[src/rtl/pr_pkg.sv]
// Shared definitions for the D/E/H/L register-file sequencer:
// request op codes, register indices and the issue FSM state type.
package pr_pkg;

   localparam logic [1:0] OP_WRITE = 2'b00;
   localparam logic [1:0] OP_EX    = 2'b01;
   localparam logic [1:0] OP_EXX   = 2'b10;
   localparam logic [1:0] OP_RSVD  = 2'b11;

   localparam logic [1:0] REG_D = 2'd0;
   localparam logic [1:0] REG_E = 2'd1;
   localparam logic [1:0] REG_H = 2'd2;
   localparam logic [1:0] REG_L = 2'd3;

   typedef enum logic [1:0] {
      IDLE  = 2'd0,
      ISSUE = 2'd1,
      GUARD = 2'd2
   } pr_state_t;

   // One-hot write strobe for a register index, bit 0 = D ... bit 3 = L
   function automatic logic [3:0] write_onehot(input logic [1:0] dst);
      write_onehot = 4'b0001 << dst;
   endfunction

endpackage

[src/rtl/pr_req_fifo.sv]
// Small synchronous request FIFO with full/empty flags and an occupancy
// count. A push while full is taken only when a pop frees the slot in
// the same cycle.
module pr_req_fifo #(
   parameter int DEPTH = 2,
   parameter int WIDTH = 4
) (
   input  logic                   clk,
   input  logic                   rst_n,
   input  logic                   push,
   input  logic                   pop,
   input  logic [WIDTH-1:0]       wr_data,
   output logic [WIDTH-1:0]       rd_data,
   output logic                   full,
   output logic                   empty,
   output logic [$clog2(DEPTH):0] count
);

   localparam int AW = $clog2(DEPTH);
   localparam int CW = AW + 1;

   logic [WIDTH-1:0] mem [DEPTH];
   logic [AW-1:0]    wr_ptr;
   logic [AW-1:0]    rd_ptr;
   logic             do_push;
   logic             do_pop;

   assign full    = (count == CW'(DEPTH));
   assign empty   = (count == '0);
   assign do_pop  = pop & ~empty;
   assign do_push = push & (~full | do_pop);
   assign rd_data = mem[rd_ptr];

   // Storage array; contents need no reset since count guards every read
   always_ff @(posedge clk) begin
      if (do_push) begin
         mem[wr_ptr] <= wr_data;
      end
   end

   // Pointers wrap naturally because DEPTH is a power of two
   always_ff @(posedge clk or negedge rst_n) begin
      if (!rst_n) begin
         wr_ptr <= '0;
         rd_ptr <= '0;
         count  <= '0;
      end else begin
         if (do_push) begin
            wr_ptr <= wr_ptr + AW'(1);
         end
         if (do_pop) begin
            rd_ptr <= rd_ptr + AW'(1);
         end
         case ({do_push, do_pop})
            2'b10:   count <= count + CW'(1);
            2'b01:   count <= count - CW'(1);
            default: count <= count;
         endcase
      end
   end

endmodule

[src/rtl/pr_sequencer.sv]
// Register-file update sequencer: buffers decode requests and issues them
// as registered, mutually exclusive select strobes for the D/E/H/L slices,
// with a settle cycle after each exchange and a tracked active bank.
module pr_sequencer
   import pr_pkg::*;
#(
   parameter int FIFO_DEPTH = 2
) (
   input  logic       Clk,
   input  logic       notReset,
   input  logic       ReqValid,
   output logic       ReqReady,
   input  logic [1:0] ReqOp,
   input  logic [1:0] ReqDst,
   output logic [3:0] PR_Write,
   output logic       PR_Ex,
   output logic       notPR_Ex,
   output logic       PR_Exx,
   output logic       notPR_Exx,
   output logic       ShadowLoad,
   output logic       BankSel,
   output logic       Busy,
   output logic       OpErr
);

   localparam int CW = $clog2(FIFO_DEPTH) + 1;

   pr_state_t     state;
   pr_state_t     state_d;
   logic [1:0]    cur_op;
   logic [1:0]    cur_op_d;
   logic [3:0]    pr_write_q;
   logic [3:0]    pr_write_d;
   logic          pr_ex_q;
   logic          pr_ex_d;
   logic          pr_exx_q;
   logic          pr_exx_d;
   logic          bank_sel_q;
   logic          bank_sel_d;
   logic          op_err_q;
   logic          op_err_d;
   logic          busy_q;
   logic          busy_d;
   logic          push;
   logic          pop;
   logic          issue_done;
   logic          can_issue;
   logic          fifo_full;
   logic          fifo_empty;
   logic [3:0]    fifo_rd;
   logic [1:0]    head_op;
   logic [1:0]    head_dst;
   logic [CW-1:0] fifo_count;
   logic [CW-1:0] count_d;

   assign ReqReady   = ~fifo_full;
   assign push       = ReqValid & ~fifo_full;
   assign head_op    = fifo_rd[3:2];
   assign head_dst   = fifo_rd[1:0];

   assign PR_Write   = pr_write_q;
   assign PR_Ex      = pr_ex_q;
   assign notPR_Ex   = ~pr_ex_q;
   assign PR_Exx     = pr_exx_q;
   assign notPR_Exx  = ~pr_exx_q;
   assign ShadowLoad = pr_exx_q;
   assign BankSel    = bank_sel_q;
   assign Busy       = busy_q;
   assign OpErr      = op_err_q;

   pr_req_fifo #(
      .DEPTH (FIFO_DEPTH),
      .WIDTH (4)
   ) u_fifo (
      .clk     (Clk),
      .rst_n   (notReset),
      .push    (push),
      .pop     (pop),
      .wr_data ({ReqOp, ReqDst}),
      .rd_data (fifo_rd),
      .full    (fifo_full),
      .empty   (fifo_empty),
      .count   (fifo_count)
   );

   // Next state and next strobe values; a pop loads the strobes for the
   // cycle that follows, so the strobes themselves are pure registers
   always_comb begin
      issue_done = (state == ISSUE) && ((cur_op == OP_WRITE) || (cur_op == OP_RSVD));
      can_issue  = (state == IDLE) || (state == GUARD) || issue_done;
      pop        = can_issue && !fifo_empty;
      state_d    = IDLE;
      cur_op_d   = cur_op;
      pr_write_d = 4'b0000;
      pr_ex_d    = 1'b0;
      pr_exx_d   = 1'b0;
      bank_sel_d = bank_sel_q;
      op_err_d   = op_err_q | (push && (ReqOp == OP_RSVD));
      count_d    = fifo_count;

      if ((state == ISSUE) && (cur_op == OP_EXX)) begin
         bank_sel_d = ~bank_sel_q;
      end

      if (pop) begin
         state_d  = ISSUE;
         cur_op_d = head_op;
         case (head_op)
            OP_WRITE: pr_write_d = write_onehot(head_dst);
            OP_EX:    pr_ex_d    = 1'b1;
            OP_EXX:   pr_exx_d   = 1'b1;
            default:  pr_write_d = 4'b0000;
         endcase
      end else if ((state == ISSUE) && !issue_done) begin
         state_d = GUARD;
      end

      case ({push, pop})
         2'b10:   count_d = fifo_count + CW'(1);
         2'b01:   count_d = fifo_count - CW'(1);
         default: count_d = fifo_count;
      endcase

      busy_d = (count_d != '0) || (state_d != IDLE);
   end

   // State, strobe, bank and error registers, all cleared asynchronously
   always_ff @(posedge Clk or negedge notReset) begin
      if (!notReset) begin
         state      <= IDLE;
         cur_op     <= OP_WRITE;
         pr_write_q <= 4'b0000;
         pr_ex_q    <= 1'b0;
         pr_exx_q   <= 1'b0;
         bank_sel_q <= 1'b0;
         op_err_q   <= 1'b0;
         busy_q     <= 1'b0;
      end else begin
         state      <= state_d;
         cur_op     <= cur_op_d;
         pr_write_q <= pr_write_d;
         pr_ex_q    <= pr_ex_d;
         pr_exx_q   <= pr_exx_d;
         bank_sel_q <= bank_sel_d;
         op_err_q   <= op_err_d;
         busy_q     <= busy_d;
      end
   end

endmodule

[config.mk]
export PLATFORM = sky130hd
export DESIGN_NAME = pr_sequencer
export DESIGN_NICKNAME = d
export VERILOG_FILES = /design/src/rtl/pr_pkg.sv /design/src/rtl/pr_req_fifo.sv /design/src/rtl/pr_sequencer.sv
export SDC_FILE = /design/constraint.sdc
export NUM_CORES = 1
export LEC_CHECK = 0
export BUFFER_PORTS_ARGS = -buffer_cell sky130_fd_sc_hd__buf_4
export CAP_MARGIN = 25
export CORE_MARGIN = 4
export CORE_UTILIZATION = 56
export CTS_CLUSTER_SIZE = 10
export DETAILED_ROUTE_END_ITERATION = 6
export GPL_ROUTABILITY_DRIVEN = 0
export PLACE_DENSITY = 0.81
export SLEW_MARGIN = 15
export SYNTH_ARGS = -nofsm -noshare
export SYNTH_HDL_FRONTEND = slang
export SYNTH_SLANG_ARGS = --single-unit
[constraint.sdc]
create_clock -name Clk -period 5.1 [get_ports Clk]
set_clock_uncertainty 0.1 [all_clocks]
set_input_delay 0.51 -clock Clk [delete_from_list [all_inputs] [get_ports Clk]]
set_output_delay 0.51 -clock Clk [all_outputs]
set_load 0.01 [all_outputs]
==> key figures, run 1 <==
Drt
  – Post-route antenna net violation count: 0
  – Drt pass-1 iters: 4
  – Vias: 645
  – DR DRC count: 0
  – Drt wl/cell: around 12 µm
  – Drt total wl: around 1500 µm
  – DR iter-0 viols: 4
  – Drt via density: between 5 and 6

Clocking
  – Hold buffer count at cts: 1
  – CTS Root Buffer Type: clkbuf_4
  – H-tree levels: 1
  – # clock sinks: 25
  – CTS Buffer Depth: 2
  – CTS tree: yes
  – Clock Latency Late Sink: roughly 0.31 ns
  – Number of setup buffers added after CTS: 0
  – CTS buffer count: 3
  – Clock slew at reported path FFs: about 0.14 ns
  – Post_cts resized: 0

Floorplan
  – Starting Density: 60.8%
  – I/O Pins: 20
  – FP Rows: 15
  – Die ar.: around 0.0027 mm²
  – Chip width: about 52 µm
  – Core area: 0.00178 mm²
  – Die height: between 50 and 60 µm

Global route
  – First-pass GRT wire length: 2660 µm
  – Number of global-route vias before repair: 642
  – Met1 usage: between 10% and 20%
  – Pin count of the biggest net entering global routing: 18
  – Initial antenna violation count: 0
  – Total congestion overflow: 0
  – Met3 GRT Util: 3.44%
  – Met2 Resource Use GR: between 20% and 30%
  – GRT Max-Usage Layer: met2
  – Tot GR Track Use: about 13%

STA
  – Slew HR: about three quarters
  – RSZ-0062 raised after global routing: false
  – Fin Setup TNS: 0 ns
  – Tmin final: around 2.4 ns
  – Fin. Hold Viols: 0
  – Fin crit share: a little under half
  – Fin. max-slew vios: 0
  – F_max: around 0.41 GHz
  – Worst slew pin tran: 0.398 ns
  – Final setup viols: 0

Layout
  – Layout Nets: between 100 and 150
  – Post-route cell area: ~0.0013 mm²
  – Area Overhead vs Synth: 17.6%
  – Commonest non-fill, non-tap cell in the layout: buf_4
  – Share of layout cells above drive strength 1: between 30% and 40%
  – Most frequent cells in the layout: 19 x buf_4, 17 x dfrtp_1, 9 x inv_1
  – Antenna Cells: 0

Power and ir drop
  – Switching power total: about 280 µW
  – Max VDD drop: ~450 µV
  – Leak: 0.000584 µW
  – Pint: 505 µW
  – Sequential share of power: a little over 40%
  – Power per cell area: around 620 mW/mm²
  – Logic pwr share: between 40% and 50%
  – Total chip power: roughly 800 µW
  – Switching Fraction: a little over a third
  – Clk pwr share: between 10 and 15%

Worst setup path
  – CP max stage delay: 0.35 ns
  – Reg-to-Reg Start: cur_op[0]$_DFFE_PN0P_
  – CP Cell Sequence: inv_1, ha_1, nand2b_1, a21o_1, inv_1, ha_1, mux2_2, or3_1, a211o_1
  – Crit path buffers/inverters: 2
  – Reg2Reg Capture Point: Busy$_DFF_PN0_
  – Arrival @ worst endpoint: between 2 and 3 ns
  – Setup Crit Path Kind: reg -> reg
  – Reg-to-reg slack, setup: approximately 2.7 ns
  – Crit-path slowest cell: dfrtp_1
  – Worst path required time: ~5.2 ns
  – Top delay family on crit path: adder cells
  – Worst setup SP type: register
  – Crit end category: register
  – Largest fanout on the critical path: 7
  – R2r worst-path depth: 9

Logic synthesis
  – Syn Nets: 92
  – Syn Inst Count: between 70 and 80
  – Syn avg cell area: between 10 and 15 µm²
  – Ys Warns: 0
  – Register area share after synthesis: 61.4%
  – Post-synth EDFFs: 8
  – Flops & latches, synth: 25
  – Commonest register cell after synthesis: dfrtp_1
  – Synth unique cells: 28
  – Mapped cell area: 0.00108 mm²
  – Fraction of registers with async set/reset: 68.0%

Hold path
  – HP Start: ReqDst[0]
  – Hold depth: 1
  – Worst hold path type: in -> reg
  – Hold path endpoint: u_fifo.mem[0][0]$_DFFE_PP_

Flow run
  – Number of max-cap violations: 0

Place
  – Port bufs: 19
  – Post-detail-place hpwl: between 1000 and 1500 µm
  – DP Area: between 0.001 and 0.0015 mm²

Run status
  – Status: finished, final reports clean
-- sequential cells by signal, indices dropped and copies added, names as in the netlist --
register / count
cur_op: 2
u_fifo.count: 2
BankSel: 1
PR_Exx: 1
PR_Ex: 1
Busy: 1
state: 2
u_fifo.rd_ptr: 1
u_fifo.mem: 8
u_fifo.wr_ptr: 1
OpErr: 1
PR_Write: 4
-- kinds of logic after synthesis --
group | count (synthesis) | share of synthesized area, %
buffers and inverters | 12 | 5.19
AND/OR/NAND/NOR | 15 | 7.84
XOR/XNOR | 5 | 4.04
AO/OA/AOI/OAI | 6 | 4.38
multiplexers | 10 | 10.3
flip-flops | 25 | 61.4
adder cells (fa/ha/maj) | 6 | 6.92
-- cell type report --
cell class / count / area, µm²
fillers: 121 / 507
multi-input cells: 42 / 363
flip-flops and latches: 25 / 666
well taps: 25 / 31.3
inverters: 9 / 33.8
clock inverters: 1 / 7.51
clock buffers: 3 / 22.5
repair buffers: 20 / 153
-- worst max-delay path by stage --
| stage | end | startpoint | cells past startpoint |
|---|---|---|---|
| 5_1_grt | Busy$_DFF_PN0_ | cur_op[0]$_DFFE_PN0P_ | 9 |
| 2_1_floorplan | Busy$_DFF_PN0_ | cur_op[0]$_DFFE_PN0P_ | 9 |
| 6_report | Busy$_DFF_PN0_ | cur_op[0]$_DFFE_PN0P_ | 9 |
| 3_3_place_gp | Busy$_DFF_PN0_ | cur_op[0]$_DFFE_PN0P_ | 9 |
| 4_1_cts | Busy$_DFF_PN0_ | cur_op[0]$_DFFE_PN0P_ | 9 |
| 3_5_place_dp | Busy$_DFF_PN0_ | cur_op[0]$_DFFE_PN0P_ | 9 |
-- cell usage after synthesis, types with 4 or more instances --
library cell	count	area, µm²
mux2_2	5	56.3
nor3_1	6	30.0
inv_1	9	33.8
xnor2_1	4	35.0
dfrtp_1	17	425
mux2i_1	4	40.0
ha_1	6	75.1
edfxtp_1	8	240
-- power groups by stage --
stage	logic (µW)	registers (µW)	clock network [µW]
after detailed placement	375	331	0
after global routing	418	335	101
after CTS	378	326	91.5
after floorplan	289	322	0
final	373	326	88.2
after global placement	368	327	0
-- layer usage --
metal,share of wire (%),vias up
met2,48,21
met4,0,0
met5,0,-
met3,6.6,0
met1,45,312
li1,-,312
-- stage by stage --
step	util [%]	hold WS (ns)	std cells	setup slack, ns
after detailed placement	69.3	0.282	120	2.70
after floorplan	-	0.114	79	2.87
after CTS	71.6	0.260	125	2.67
after global routing	71.6	0.243	125	2.56
after global placement	69.3	0.281	120	2.79
final	71.6	0.268	125	2.69
Note: power is estimated with default switching activity, not from simulation.
==> run 2: changes to the inputs <==
- CORE_UTILIZATION: 56 -> 48
- PLACE_DENSITY: 0.81 -> 0.74
- clock period: 5.1 -> 2.1 ns (I/O delays scaled with it)
==> key figures, run 2 (same netlist as run 1, synthesis figures left out) <==
Run status
  – Status: finished, violations left
  – Failing checks: setup timing

Worst setup path
  – Crit end category: register
  – Crit path buffers/inverters: 2
  – Largest fanout on the critical path: 3
  – Reg2Reg Capture Point: Busy$_DFF_PN0_
  – CP max stage delay: ~0.41 ns
  – Worst path required time: between 2 and 2.5 ns
  – CP Cell Sequence: inv_2, ha_4, nand2b_4, a21o_1, inv_2, ha_4, mux2_4, or3_1, a211o_1
  – Reg-to-reg slack, setup: -0.08 ns
  – Crit-path slowest cell: dfrtp_1
  – Arrival @ worst endpoint: roughly 2.3 ns
  – Top delay family on crit path: compound AO/OA/AOI/OAI gates
  – Worst setup SP type: register
  – R2r worst-path depth: 9
  – Reg-to-Reg Start: cur_op[0]$_DFFE_PN0P_
  – Setup Crit Path Kind: reg -> reg

Layout
  – Non-Filler Instances: 143
  – Most frequent cells in the layout: 31 x buf_4, 17 x dfrtp_1, 8 x edfxtp_1
  – Antenna Cells: 0
  – Layout Nets: between 100 and 150
  – Largest register FFs: 8
  – Largest register by flop count: u_fifo.mem
  – Area Overhead vs Synth: 35.8%
  – Commonest non-fill, non-tap cell in the layout: buf_4
  – Layout Utilization: between 70% and 80%
  – Share of layout cells above drive strength 1: between 40% and 50%
  – Fill cells: ~150

Global route
  – Initial antenna violation count: 0
  – Number of global-route vias before repair: 734
  – Tot GR Track Use: about 14%
  – First-pass GRT wire length: between 3000 and 4000 µm
  – Total congestion overflow: 0
  – Pin count of the biggest net entering global routing: 18

Clocking
  – H-tree levels: 1
  – Clock slew at reported path FFs: approximately 0.14 ns
  – Clock Latency Late Sink: 0.32 ns
  – CTS Root Buffer Type: clkbuf_4
  – CTS tree: yes
  – CTS buffer count: 3
  – # clock sinks: 25
  – CTS Buffer Depth: 2

STA
  – Worst slew pin tran: 0.386 ns
  – Fin. Hold Viols: 0
  – Hold_ws: around 0.16 ns
  – Worst setup margin: -0.0792 ns
  – Fin Setup TNS: -0.0792 ns
  – Final setup viols: 1
  – Fin. max-slew vios: 0
  – RSZ-0062 raised after global routing: true
  – Slew HR: 74.3%
  – F_max: between 0.4 and 0.5 GHz
  – Fin crit share: 104%
  – Tmin final: between 2 and 2.5 ns

Power and ir drop
  – Max VDD drop: roughly 1100 µV
  – Total chip power: 2400 µW
  – Leak: approximately 0.00067 µW
  – Power per cell area: approximately 1600 mW/mm²

Drt
  – Drt pass-1 iters: 2
  – DR DRC count: 0
  – DR iter-0 viols: 2
  – Post-route antenna net violation count: 0
  – Vias: 696
  – Drt wl/cell: between 10 and 15 µm
  – Drt via density: a little under 5
  – Drt total wl: between 1500 and 2000 µm

Place
  – Post-detail-place hpwl: between 1000 and 1500 µm
  – Dpl cells: around 130
  – Port bufs: 19

Floorplan
  – Starting Density: 52.6%
  – Core area: a little over 0.002 mm²
  – FP Rows: 16
  – Die ar.: approximately 0.0031 mm²
  – I/O Pins: 20
  – Die height: roughly 56 µm
  – Chip width: ~56 µm

Hold path
  – Worst hold path type: in -> async

Flow run
  – Number of max-cap violations: 0
## run 2: area by class of cell
type	instances	area, µm²	area share [%]
clock inverters	1	5.00	0.340
inverters	9	33.8	2.29
flip-flops and latches	25	666	45.2
multi-input cells	42	429	29.1
well taps	27	33.8	2.29
clock buffers	3	22.5	1.53
repair buffers	36	283	19.2
## run 2: worst max path at each step
stage / from / to / slack (ns) / cells after the start
after floorplan: cur_op[1]$_DFFE_PN0P_ / Busy$_DFF_PN0_ / -0.07 / 8
final: cur_op[0]$_DFFE_PN0P_ / Busy$_DFF_PN0_ / -0.08 / 9
after CTS: cur_op[1]$_DFFE_PN0P_ / Busy$_DFF_PN0_ / -0.08 / 7
after global placement: cur_op[1]$_DFFE_PN0P_ / Busy$_DFF_PN0_ / -0.03 / 7
after detailed placement: cur_op[1]$_DFFE_PN0P_ / Busy$_DFF_PN0_ / -0.08 / 8
after global routing: cur_op[0]$_DFFE_PN0P_ / Busy$_DFF_PN0_ / -0.13 / 9
## run 2: worst register-to-register path, delay by kind of cell, from the launching register on
kind                       cells  cell delay [ns]
DFF                            1             0.41
and+or+nand+nor                2             0.36
muxes                          1             0.26
AOI/OAI and AO/OA              2             0.43
adders and majority gates      2             0.37
buffers and inverters          2             0.15
## run 2: metal layers
metal,wire (µm),global-route usage [%],vias to the layer above
met5,0,0,-
met4,80,9.03,0
met3,89,2.56,6
met2,998,23.8,23
met1,824,17.4,321
li1,-,-,346
## run 2: metrics by stage
stage	cell area, µm²	setup WS (ns)
floorplan	1100	-0.0697
global placement	1280	-0.0347
detailed placement	1280	-0.0831
CTS	1430	-0.0795
global route	1470	-0.133
finish	1470	-0.0792
## run 2: timing repair
item / CTS / global route
setup endpoints to repair: 1 / 6
hold buffers: 5 / 0
resized for setup: 6 / 5
hold endpoints to repair: 25 / 0
buffers inserted: 6 / 2
pin swaps: 2 / 6
## run 2: report_power, final
group          internal (µW)  total, µW  switching (µW)
registers                680        800             121
clock network           71.4        220             149
logic                    789       1380             587
total                   1540       2400             856
==> run 3: changes to the inputs <==
- ABC_AREA: not set -> 1
==> key figures, run 3 <==
STA
  – Fin. max-slew vios: 0
  – Worst slew pin tran: approximately 0.36 ns
  – Worst setup margin: 0.252 ns
  – Fin Setup TNS: 0 ns
  – Slew HR: between 70% and 80%
  – Final setup viols: 0
  – Fin crit share: between 80% and 90%
  – Tmin final: roughly 1.8 ns
  – Fin. Hold Viols: 0
  – F_max: approximately 0.54 GHz
  – RSZ-0062 raised after global routing: false

Drt
  – Post-route antenna net violation count: 0
  – DR iter-0 viols: 11
  – Drt pass-1 iters: 3
  – Drt via density: around 4.5
  – Drt total wl: 1860 µm
  – DR DRC count: 0
  – Vias: 780
  – Drt wl/cell: between 10 and 15 µm

Layout
  – Antenna Cells: 0
  – Largest register FFs: 8
  – Register Area: 666 µm²
  – Largest register by flop count: u_fifo.mem
  – Area Overhead vs Synth: 20.7%
  – Commonest non-fill, non-tap cell in the layout: nand2_1
  – Area of the multi-input gates: 372 µm²
  – Layout Nets: roughly 160
  – Non-Filler Instances: around 170
  – Most frequent cells in the layout: 33 x nand2_1, 19 x inv_1, 19 x buf_4
  – Share of layout cells above drive strength 1: 20.0%
  – Fill cells: around 180

Logic synthesis
  – Commonest register cell after synthesis: dfrtp_1
  – Flops & latches, synth: 25
  – Ys Warns: 0
  – Mapped cell area: around 0.0011 mm²
  – Most area-hungry cell type in the Yosys netlist: dfrtp_1
  – Most common cell in the netlist: nand2_1
  – Synth unique cells: 18
  – Area share of the largest cell type after synthesis: 37.5%
  – Commonest cells in the netlist: 33 x nand2_1, 19 x inv_1, 17 x dfrtp_1
  – Register area share after synthesis: about three fifths
  – Syn Nets: approximately 130
  – Fraction of registers with async set/reset: 68.0%
  – Synth top area cells: dfrtp_1 37%, edfxtp_1 21%, nand2_1 11%
  – Syn avg cell area: 9.54 µm²
  – Post-synth EDFFs: 8
  – Syn Inst Count: 119

Clocking
  – Clock Latency Late Sink: roughly 0.30 ns
  – # clock sinks: 25
  – CTS tree: yes
  – H-tree levels: 1
  – CTS Root Buffer Type: clkbuf_4
  – CTS Buffer Depth: 2
  – Clock slew at reported path FFs: roughly 0.12 ns
  – Post_cts resized: 0
  – CTS buffer count: 3

Flow run
  – Number of max-cap violations: 0

Power and ir drop
  – Leak: between 0.0007 and 0.0008 µW
  – Max VDD drop: around 860 µV
  – Power per cell area: 1410 mW/mm²

Worst setup path
  – Top delay family on crit path: adder cells
  – Reg-to-reg slack, setup: ~0.25 ns
  – CP max stage delay: 0.42 ns
  – Worst path required time: between 2 and 2.5 ns
  – Crit end category: register
  – Arrival @ worst endpoint: ~1.9 ns
  – Crit-path slowest cell: dfrtp_1
  – CP Cell Sequence: ha_1, nand2_1, nand2_1, nand2_2, ha_1, inv_1, nor2_1, nor2_1, nand3_1
  – Setup Crit Path Kind: reg -> reg
  – Worst setup SP type: register
  – Largest fanout on the critical path: 10
  – Crit path buffers/inverters: 1

Global route
  – First-pass GRT wire length: between 3000 and 4000 µm
  – Initial antenna violation count: 0
  – Pin count of the biggest net entering global routing: 18
  – Met1 usage: roughly 15%
  – Number of global-route vias before repair: 756
  – Tot GR Track Use: between 10 and 15%
  – GRT Max-Usage Layer: met2
  – Met3 GRT Util: 3.22%
  – Met2 Resource Use GR: a little under a quarter
  – Total congestion overflow: 0

Place
  – Port bufs: 19
  – Post-detail-place hpwl: approximately 1500 µm
  – Dpl cells: 164
  – Place WS: around 0.26 ns

Floorplan
  – Core area: 0.00223 mm²
  – FP Rows: 17
  – Starting Density: approximately half
  – Die height: ~57 µm
  – Chip width: 56.6 µm
  – Die ar.: 0.00321 mm²
  – I/O Pins: 20

Run status
  – Status: finished, final reports clean

Hold path
  – Worst hold path type: in -> async
==> run 3: cell types whose count changed after synthesis, moves of 4 or more <==
cell | previous run | this run
nor2_1 | 1 | 11
mux2i_1 | 4 | 0
mux2_2 | 5 | 0
nand2_1 | 1 | 33
nand2_2 | 0 | 4
inv_1 | 9 | 19
nand3_1 | 0 | 6
nor3_1 | 6 | 1
==> run 3: cell families after synthesis <==
kind of cell	Yosys count	synth area share (%)
AOI/OAI and AO/OA	6	3.20
xor gates and xnor gates	4	3.09
adders and majority gates	6	6.62
buffers and inverters	23	8.60
and+or+nand+nor	55	19.8
DFF	25	58.7
==> run 3: worst paths after layout <==
kind	start	end	cells past startpoint
setup / recovery	cur_op[1]$_DFFE_PN0P_	Busy$_DFF_PN0_	9
hold / removal	notReset	PR_Write[1]$_DFF_PN0_	2
setup reg to reg	cur_op[1]$_DFFE_PN0P_	Busy$_DFF_PN0_	9
hold reg to reg	BankSel$_DFFE_PN0P_	BankSel$_DFFE_PN0P_	1
max in group asynchronous	notReset	state[1]$_DFF_PN0_	2
min in group Clk	ReqValid	OpErr$_DFF_PN0_	3
==> run 3: through the flow <==
| stage | hold slack [ns] | instance area, µm² | utilization [%] | power, µW |
|---|---|---|---|---|
| 2_1_floorplan | -0.186 | 1130 | - | 1490 |
| 3_3_place_gp | -0.0130 | 1290 | 57.9 | 1690 |
| 3_5_place_dp | -0.0140 | 1290 | 57.9 | 1740 |
| 4_1_cts | 0.191 | 1370 | 61.3 | 1950 |
| 5_1_grt | 0.188 | 1370 | 61.3 | 2120 |
| 6_report | 0.199 | 1370 | 61.3 | 1930 |
==> run 3: metal layers <==
| metal | part of all wire [%] | routed length [µm] |
|---|---|---|
| met5 | 0 | 0 |
| met4 | 0.92 | 17 |
| met3 | 5.6 | 104 |
| met2 | 52 | 963 |
| met1 | 42 | 771 |
==> run 3: repair_timing <==
item                      in CTS  in global routing
hold buffers                   5                  0
hold endpoints to repair      25                  0
setup buffers                  0                  0
==> run 3: final cells by class <==
| cell class | instances | area share, % |
|---|---|---|
| Tap cell | 28 | 2.56 |
| Inverter | 21 | 5.75 |
| Sequential cell | 25 | 48.6 |
| Clock buffer | 4 | 1.92 |
| Multi-Input combinational cell | 71 | 27.1 |
| Timing Repair Buffer | 24 | 14.1 |
==> run 3: worst reg2reg max path, cell delays in order (launching register included) <==
cell and delay, ns:
dfrtp_1 0.42, ha_1 0.30, nand2_1 0.06, nand2_1 0.10, nand2_2 0.15, ha_1 0.33
inv_1 0.07, nor2_1 0.05, nor2_1 0.10, nand3_1 0.08
==> run 3: where the power goes <==
group,switching [µW],total [µW],internal (µW)
registers,111,783,672
clock network,129,203,74.0
logic,551,943,392
total,791,1930,1140
